### src/rtl/data_memory_pkg.sv
// rtl/data_memory_pkg.sv - shared encodings (ALU control, memory access size) and access helpers
//
// Purpose : single home for the encodings shared by the datapath: ALU control
//           codes and the MemSize access-size codes, plus small pure helpers
//           for alignment checking and store lane selection.
// Ports   : none (package).

package data_memory_pkg;

    // ALU control encodings used by the execute stage.
    localparam logic [3:0] ALU_AND = 4'b0000;
    localparam logic [3:0] ALU_OR  = 4'b0001;
    localparam logic [3:0] ALU_ADD = 4'b0010;
    localparam logic [3:0] ALU_SUB = 4'b0110;
    localparam logic [3:0] ALU_SLT = 4'b0111;
    localparam logic [3:0] ALU_NOR = 4'b1100;

    // MemSize encodings.
    localparam logic [1:0] SIZE_BYTE    = 2'b00;
    localparam logic [1:0] SIZE_HALF    = 2'b01;
    localparam logic [1:0] SIZE_WORD    = 2'b10;
    localparam logic [1:0] SIZE_ILLEGAL = 2'b11;

    // True when the size code is illegal or the address is not naturally
    // aligned for that size. Byte accesses are always aligned.
    function automatic logic access_misaligned(input logic [1:0] size,
                                               input logic [1:0] byte_offset);
        logic bad;
        bad = 1'b0;
        case (size)
            SIZE_BYTE: bad = 1'b0;
            SIZE_HALF: bad = byte_offset[0];
            SIZE_WORD: bad = (byte_offset != 2'b00);
            default:   bad = 1'b1;
        endcase
        return bad;
    endfunction

    // Byte-lane enables for a store, little-endian lane numbering.
    function automatic logic [3:0] store_lanes(input logic [1:0] size,
                                               input logic [1:0] byte_offset);
        logic [3:0] lanes;
        lanes = 4'b0000;
        case (size)
            SIZE_BYTE: lanes = 4'b0001 << byte_offset;
            SIZE_HALF: lanes = byte_offset[1] ? 4'b1100 : 4'b0011;
            SIZE_WORD: lanes = 4'b1111;
            default:   lanes = 4'b0000;
        endcase
        return lanes;
    endfunction

    // Replicate the low bits of the store data across all lanes so that the
    // lane mask alone decides which bytes are written.
    function automatic logic [31:0] store_replicate(input logic [1:0]  size,
                                                    input logic [31:0] data);
        logic [31:0] rep;
        rep = data;
        case (size)
            SIZE_BYTE: rep = {4{data[7:0]}};
            SIZE_HALF: rep = {2{data[15:0]}};
            default:   rep = data;
        endcase
        return rep;
    endfunction

endpackage

### src/rtl/data_memory_load_align.sv
// rtl/data_memory_load_align.sv - load lane selection and sign/zero extension
//
// Purpose : picks the addressed byte/halfword out of a 32-bit memory word and
//           extends it to 32 bits. Purely combinational.
// Ports   : word        - full memory word read from the array
//           byte_offset - Address[1:0] of the access
//           MemSize     - access size code
//           MemSigned   - 1 sign-extends byte/halfword, 0 zero-extends
//           value       - aligned, extended load value (0 for illegal size)

module load_align
    import data_memory_pkg::*;
(
    input  logic [31:0] word,
    input  logic [1:0]  byte_offset,
    input  logic [1:0]  MemSize,
    input  logic        MemSigned,
    output logic [31:0] value
);

    logic [7:0]  sel_byte;
    logic [15:0] sel_half;

    always_comb begin
        sel_byte = word[7:0];
        case (byte_offset)
            2'd0: sel_byte = word[7:0];
            2'd1: sel_byte = word[15:8];
            2'd2: sel_byte = word[23:16];
            2'd3: sel_byte = word[31:24];
            default: sel_byte = word[7:0];
        endcase
    end

    assign sel_half = byte_offset[1] ? word[31:16] : word[15:0];

    always_comb begin
        value = 32'd0;
        case (MemSize)
            SIZE_BYTE: value = {{24{MemSigned & sel_byte[7]}}, sel_byte};
            SIZE_HALF: value = {{16{MemSigned & sel_half[15]}}, sel_half};
            SIZE_WORD: value = word;
            default:   value = 32'd0;
        endcase
    end

endmodule

### src/rtl/data_memory.sv
// rtl/data_memory.sv - byte-addressable data memory with alignment checking and fault capture
//
// Purpose : DEPTH_WORDS x 32-bit data memory. Combinational reads, byte-lane
//           stores on the rising edge, misalignment detection and a sticky
//           first-fault address register.
// Ports   : clk        - rising-edge clock
//           reset      - synchronous active-high reset (clears memory and fault)
//           MemRead    - load enable
//           MemWrite   - store enable
//           MemSize    - 00 byte, 01 halfword, 10 word, 11 illegal
//           MemSigned  - sign-extend byte/halfword loads
//           Address    - byte address (upper bits wrap)
//           WriteData  - store data, low bits used for byte/halfword
//           ReadData   - combinational load result
//           AccessErr  - combinational error flag for this access
//           FaultValid - sticky: an access error occurred since reset
//           FaultAddr  - address of the first erroneous access since reset

module data_memory
    import data_memory_pkg::*;
#(
    parameter int DEPTH_WORDS = 64
)(
    input  logic        clk,
    input  logic        reset,
    input  logic        MemRead,
    input  logic        MemWrite,
    input  logic [1:0]  MemSize,
    input  logic        MemSigned,
    input  logic [31:0] Address,
    input  logic [31:0] WriteData,
    output logic [31:0] ReadData,
    output logic        AccessErr,
    output logic        FaultValid,
    output logic [31:0] FaultAddr
);

    localparam int IDX_W = $clog2(DEPTH_WORDS);

    logic [31:0]      mem [DEPTH_WORDS];
    logic [IDX_W-1:0] index;
    logic [1:0]       byte_offset;
    logic [31:0]      cur_word;
    logic [31:0]      aligned;
    logic [3:0]       lane_mask;
    logic [31:0]      store_data;
    logic             do_store;

    // Address bits above the array are deliberately ignored (wrap-around).
    logic unused_addr_high;
    assign unused_addr_high = ^Address[31:IDX_W+2];

    assign index       = Address[IDX_W+1:2];
    assign byte_offset = Address[1:0];
    assign cur_word    = mem[index];

    assign AccessErr = (MemRead | MemWrite) & access_misaligned(MemSize, byte_offset);

    load_align u_load_align (
        .word        (cur_word),
        .byte_offset (byte_offset),
        .MemSize     (MemSize),
        .MemSigned   (MemSigned),
        .value       (aligned)
    );

    // cur_word reflects the array before this edge's store, so a combined
    // read+write returns the pre-store contents.
    assign ReadData = (MemRead && !AccessErr) ? aligned : 32'd0;

    assign lane_mask  = store_lanes(MemSize, byte_offset);
    assign store_data = store_replicate(MemSize, WriteData);
    assign do_store   = MemWrite & ~AccessErr;

    always_ff @(posedge clk) begin
        if (reset) begin
            for (int w = 0; w < DEPTH_WORDS; w++) begin
                mem[w] <= 32'd0;
            end
        end else if (do_store) begin
            for (int lane = 0; lane < 4; lane++) begin
                if (lane_mask[lane]) begin
                    mem[index][lane*8 +: 8] <= store_data[lane*8 +: 8];
                end
            end
        end
    end

    // Only the first error after reset is recorded; later ones are dropped.
    always_ff @(posedge clk) begin
        if (reset) begin
            FaultValid <= 1'b0;
            FaultAddr  <= 32'd0;
        end else if (AccessErr && !FaultValid) begin
            FaultValid <= 1'b1;
            FaultAddr  <= Address;
        end
    end

endmodule

### config.mk
export PLATFORM = sky130hd
export DESIGN_NAME = data_memory
export DESIGN_NICKNAME = d
export VERILOG_FILES = /design/src/rtl/data_memory_pkg.sv /design/src/rtl/data_memory_load_align.sv /design/src/rtl/data_memory.sv
export SDC_FILE = /design/constraint.sdc
export NUM_CORES = 2
export LEC_CHECK = 0
export CAP_MARGIN = 20
export CORE_ASPECT_RATIO = 0.9
export CORE_MARGIN = 2
export CORE_UTILIZATION = 35
export DETAILED_ROUTE_END_ITERATION = 12
export PLACE_DENSITY = 0.53
export SYNTH_ARGS = -nofsm -noshare
export SYNTH_HDL_FRONTEND = slang
export SYNTH_SLANG_ARGS = --single-unit
### constraint.sdc
create_clock -name clk -period 6.2 [get_ports clk]
set_clock_uncertainty 0.2 [all_clocks]
set_input_delay 1.24 -clock clk [delete_from_list [all_inputs] [get_ports clk]]
set_output_delay 1.24 -clock clk [all_outputs]
set_load 0.01 [all_outputs]
==> impl_metrics.tcl <==
set metrics [dict create \
    status "finished, violations left" \
    violations "design-rule violations, negative setup slack" \
    register_area_mm2 0.0622 \
    cp.arrival_ns 4.81 \
    gp_congestion 1.01 \
    antenna_left 0 \
    worstPathMaxFanout 18 \
    placed_cell_area_mm2 0.103 \
    start_util_pct 35.2 \
    dp.cells 11100 \
    powerDensity_mw_per_mm2 300 \
    die_height_um 491 \
    post-route-drc-count 2 \
    grt-ovfl-total 0 \
    setup_viol 7 \
    num_rows 178 \
    drtPass1Iterations 12 \
    first_global_vias 65800 \
    drtIter0Drc 11600 \
    setup-tns-final_ns -0.215 \
    hold_viol 0 \
    synth_edf_count 2048 \
    met1_length_um 153000 \
    critPathMaxStageDelay_ns 0.52 \
    portBuffers 136 \
    clk_pin_slew_worst_paths_ns 0.05 \
    routed_via_density 6.09 \
    grt_start_max_net_pins 160 \
    yosys_register_bits 2081 \
    final_area_mm2 0.111 \
    finalMaxSlewViolations 0 \
    cp-start-kind "input port" \
    wl_um 398000 \
    critPathRequiredTime_ns 4.76 \
    pin_count 137 \
    syn-cell-area_mm2 0.0922 \
    numCtsBuffers 217 \
    setup_slack_ns -0.0540 \
    synthArstFlopShare_pct 0 \
    wl_met3_um 54200 \
    die_area_mm2 0.268 \
    worstMarginPinSlew_ns 1.20 \
    seq_area_frac_synth_pct 67.4 \
    vdd_drop_max_mv 0.272 \
    multi_input_area_mm2 0.0280 \
    drive_above_1_share_pct 18.2 \
    via_count 70200 \
    synth_ff_type "edfxtp_1" \
    cts-root-buf "clkbuf_16" \
    hp-class "flop to flop" \
    synth_cell_type_count 75 \
    fmax_mhz 160 \
    cpMostUsedCell "buf_4" \
    slowest_stage "nor3_4" \
    p_leak_nw 40.1 \
    final_core_util_pct 42.2 \
    wl_met2_um 169000 \
    syn_avg_cell_area_um2 12.6 \
    min_period_ns 6.25 \
    synth_cells 7342 \
    avgRoutedWirePerCell_um 34.5 \
    clkLatencyLatePin_ns 0.86 \
    grtUsageTotal_pct 29.0 \
    maxSlewHeadroom_pct 19.5 \
    cts.sinks 2081 \
    cts-htree-levels 4 \
    fin_nets 7905 \
    yosys_warnings 0 \
    n_fill_cell 24200 \
    worstPathCellList "buf_16 > buf_12 > buf_4 > inv_4 > buf_12 > buf_4 > buf_4 > a221o_1 > a222oi_1 > o211ai_1 > nor3_4 > buf_6 > o22ai_1 > a21o_1 > dlygate4sd2_1" \
    rsz0062_at_grt "true" \
    area_growth_pct 19.9 \
    cap_viol_max_count 0 \
    finalCritPeriodShare_pct 101 \
    cts_tree "done" \
    fp.dieW_um 545 \
    dp_hpwl_um 275000 \
    setup.worst_path.class "input port to output port" \
    critPathCaptureType "output port" \
    top_layer "met5" \
    ctsHoldBuffers 0 \
    core_mm2 0.262 \
    synth.net_count 7413 \
    grt_pass1_wl_um 543000 \
    grt_antenna_before_repair 35 \
    clockBufferDepth 4 \
    fin_cells 11500 \
]
[cell usage in the layout, fill, tap and decap left out, types with 56 or more instances in the layout]
master           instances
and3_1                 522
buf_12                 106
mux2i_1                227
o22ai_1                 74
mux2_2                 108
nand2b_1               203
a22oi_1                322
nor2_1                1669
buf_4                  704
edfxtp_1              2048
o21ai_0                111
a21oi_1                159
clkbuf_16              218
nand2_1                357
a221oi_1               139
clkdlybuf4s50_1         92
a21o_1                  68
mux4_2                  56
[registers in the layout, indices dropped and copies added (netlist names)]
register	cells
FaultAddr	32
mem	2048
FaultValid	1
[Yosys cell counts (8+ instances only)]
| master | instances | area, um2 |
|---|---|---|
| a21o_1 | 68 | 510 |
| edfxtp_1 | 2048 | 61500 |
| o2bb2ai_1 | 11 | 96.3 |
| a222oi_1 | 38 | 380 |
| a22o_1 | 51 | 447 |
| mux2_2 | 108 | 1220 |
| a21oi_1 | 169 | 846 |
| nor2_1 | 1694 | 6360 |
| and4_1 | 8 | 70.1 |
| a221oi_1 | 154 | 1350 |
| buf_4 | 37 | 278 |
| nand3b_1 | 11 | 82.6 |
| a221o_1 | 40 | 400 |
| nor3_1 | 16 | 80.1 |
| o22ai_1 | 76 | 475 |
| a211oi_1 | 13 | 97.6 |
| a41oi_1 | 14 | 123 |
| clkbuf_1 | 506 | 1900 |
| o21ai_0 | 114 | 571 |
| a22oi_1 | 325 | 2440 |
| a31oi_1 | 55 | 344 |
| o221ai_1 | 12 | 105 |
| nand2b_1 | 206 | 1290 |
| nor4_1 | 10 | 62.6 |
| o31ai_1 | 11 | 82.6 |
| nand4_1 | 25 | 156 |
| buf_1 | 38 | 143 |
| dfxtp_1 | 33 | 661 |
| nand3_1 | 21 | 105 |
| o22a_1 | 19 | 166 |
| mux2i_1 | 246 | 2460 |
| mux4_2 | 56 | 1260 |
| and3_1 | 524 | 3280 |
| o211ai_1 | 11 | 82.6 |
| nor2b_1 | 12 | 75.1 |
| buf_2 | 104 | 521 |
| nand2_1 | 359 | 1350 |
[metal layers]
metal / track usage, % / vias up
met5: 0.559 / -
met4: 13.7 / 32
met3: 9.78 / 883
met2: 41.5 / 5127
met1: 39.2 / 35700
li1: - / 28500
[cell families after synthesis]
logic type	after synthesis	synth area share (%)
multiplexers	410	5.36
flip-flops	2081	67.4
buffers and inverters	696	3.17
AND/OR/NAND/NOR	2930	14.4
AO/OA/AOI/OAI	1225	9.68
[per-stage QoR]
stage	setup WS (ns)	hold WS [ns]	power [mW]
after floorplan	0.850	0.281	18.0
after global placement	-0.673	0.242	20.0
after detailed placement	-0.695	0.249	20.0
after CTS	0.00138	0.257	33.1
after global routing	-0.0362	0.276	33.8
final	-0.0540	0.255	33.2
[power breakdown]
group	switching [mW]	internal, mW	leakage [nW]
combinational	2.39	1.11	17.0
clock	5.80	7.48	3.38
sequential	0.272	16.1	19.7
total	8.46	24.7	40.1
[path summary, 6_finish.rpt]
kind	startpoint	endpoint	slack (ns)	depth (start not counted)
max	Address[3]	ReadData[9]	-0.05	15
min	FaultAddr[4]	FaultAddr[4]	0.26	2
max reg2reg	FaultValid	FaultAddr[7]	3.98	3
min reg2reg	FaultAddr[4]	FaultAddr[4]	0.26	2
[worst max-delay path, delay by kind of cell]
family	cells	cell delay (ns)
and+or+nand+nor	1	0.52
AOI/OAI and AO/OA	5	1.34
buffers and inverters	9	1.63
[area by class of cell]
class / instances / area share (%)
inverters: 5 / 0.0215
clock inverters: 128 / 1.16
diodes: 16 / 0.0362
flip-flops and latches: 2081 / 56.2
well taps: 3510 / 3.97
clock buffers: 265 / 5.10
multi-input cells: 4565 / 25.3
repair buffers: 964 / 8.14
[repair_timing]
action / in CTS / in global routing
gates cloned: 1 / 0
pin swaps: 13 / 8
buffers inserted: 10 / 0
resized for setup: 89 / 43
endpoints found under the setup margin: 32 / 26
Note: power is estimated with default switching activity, not from simulation.
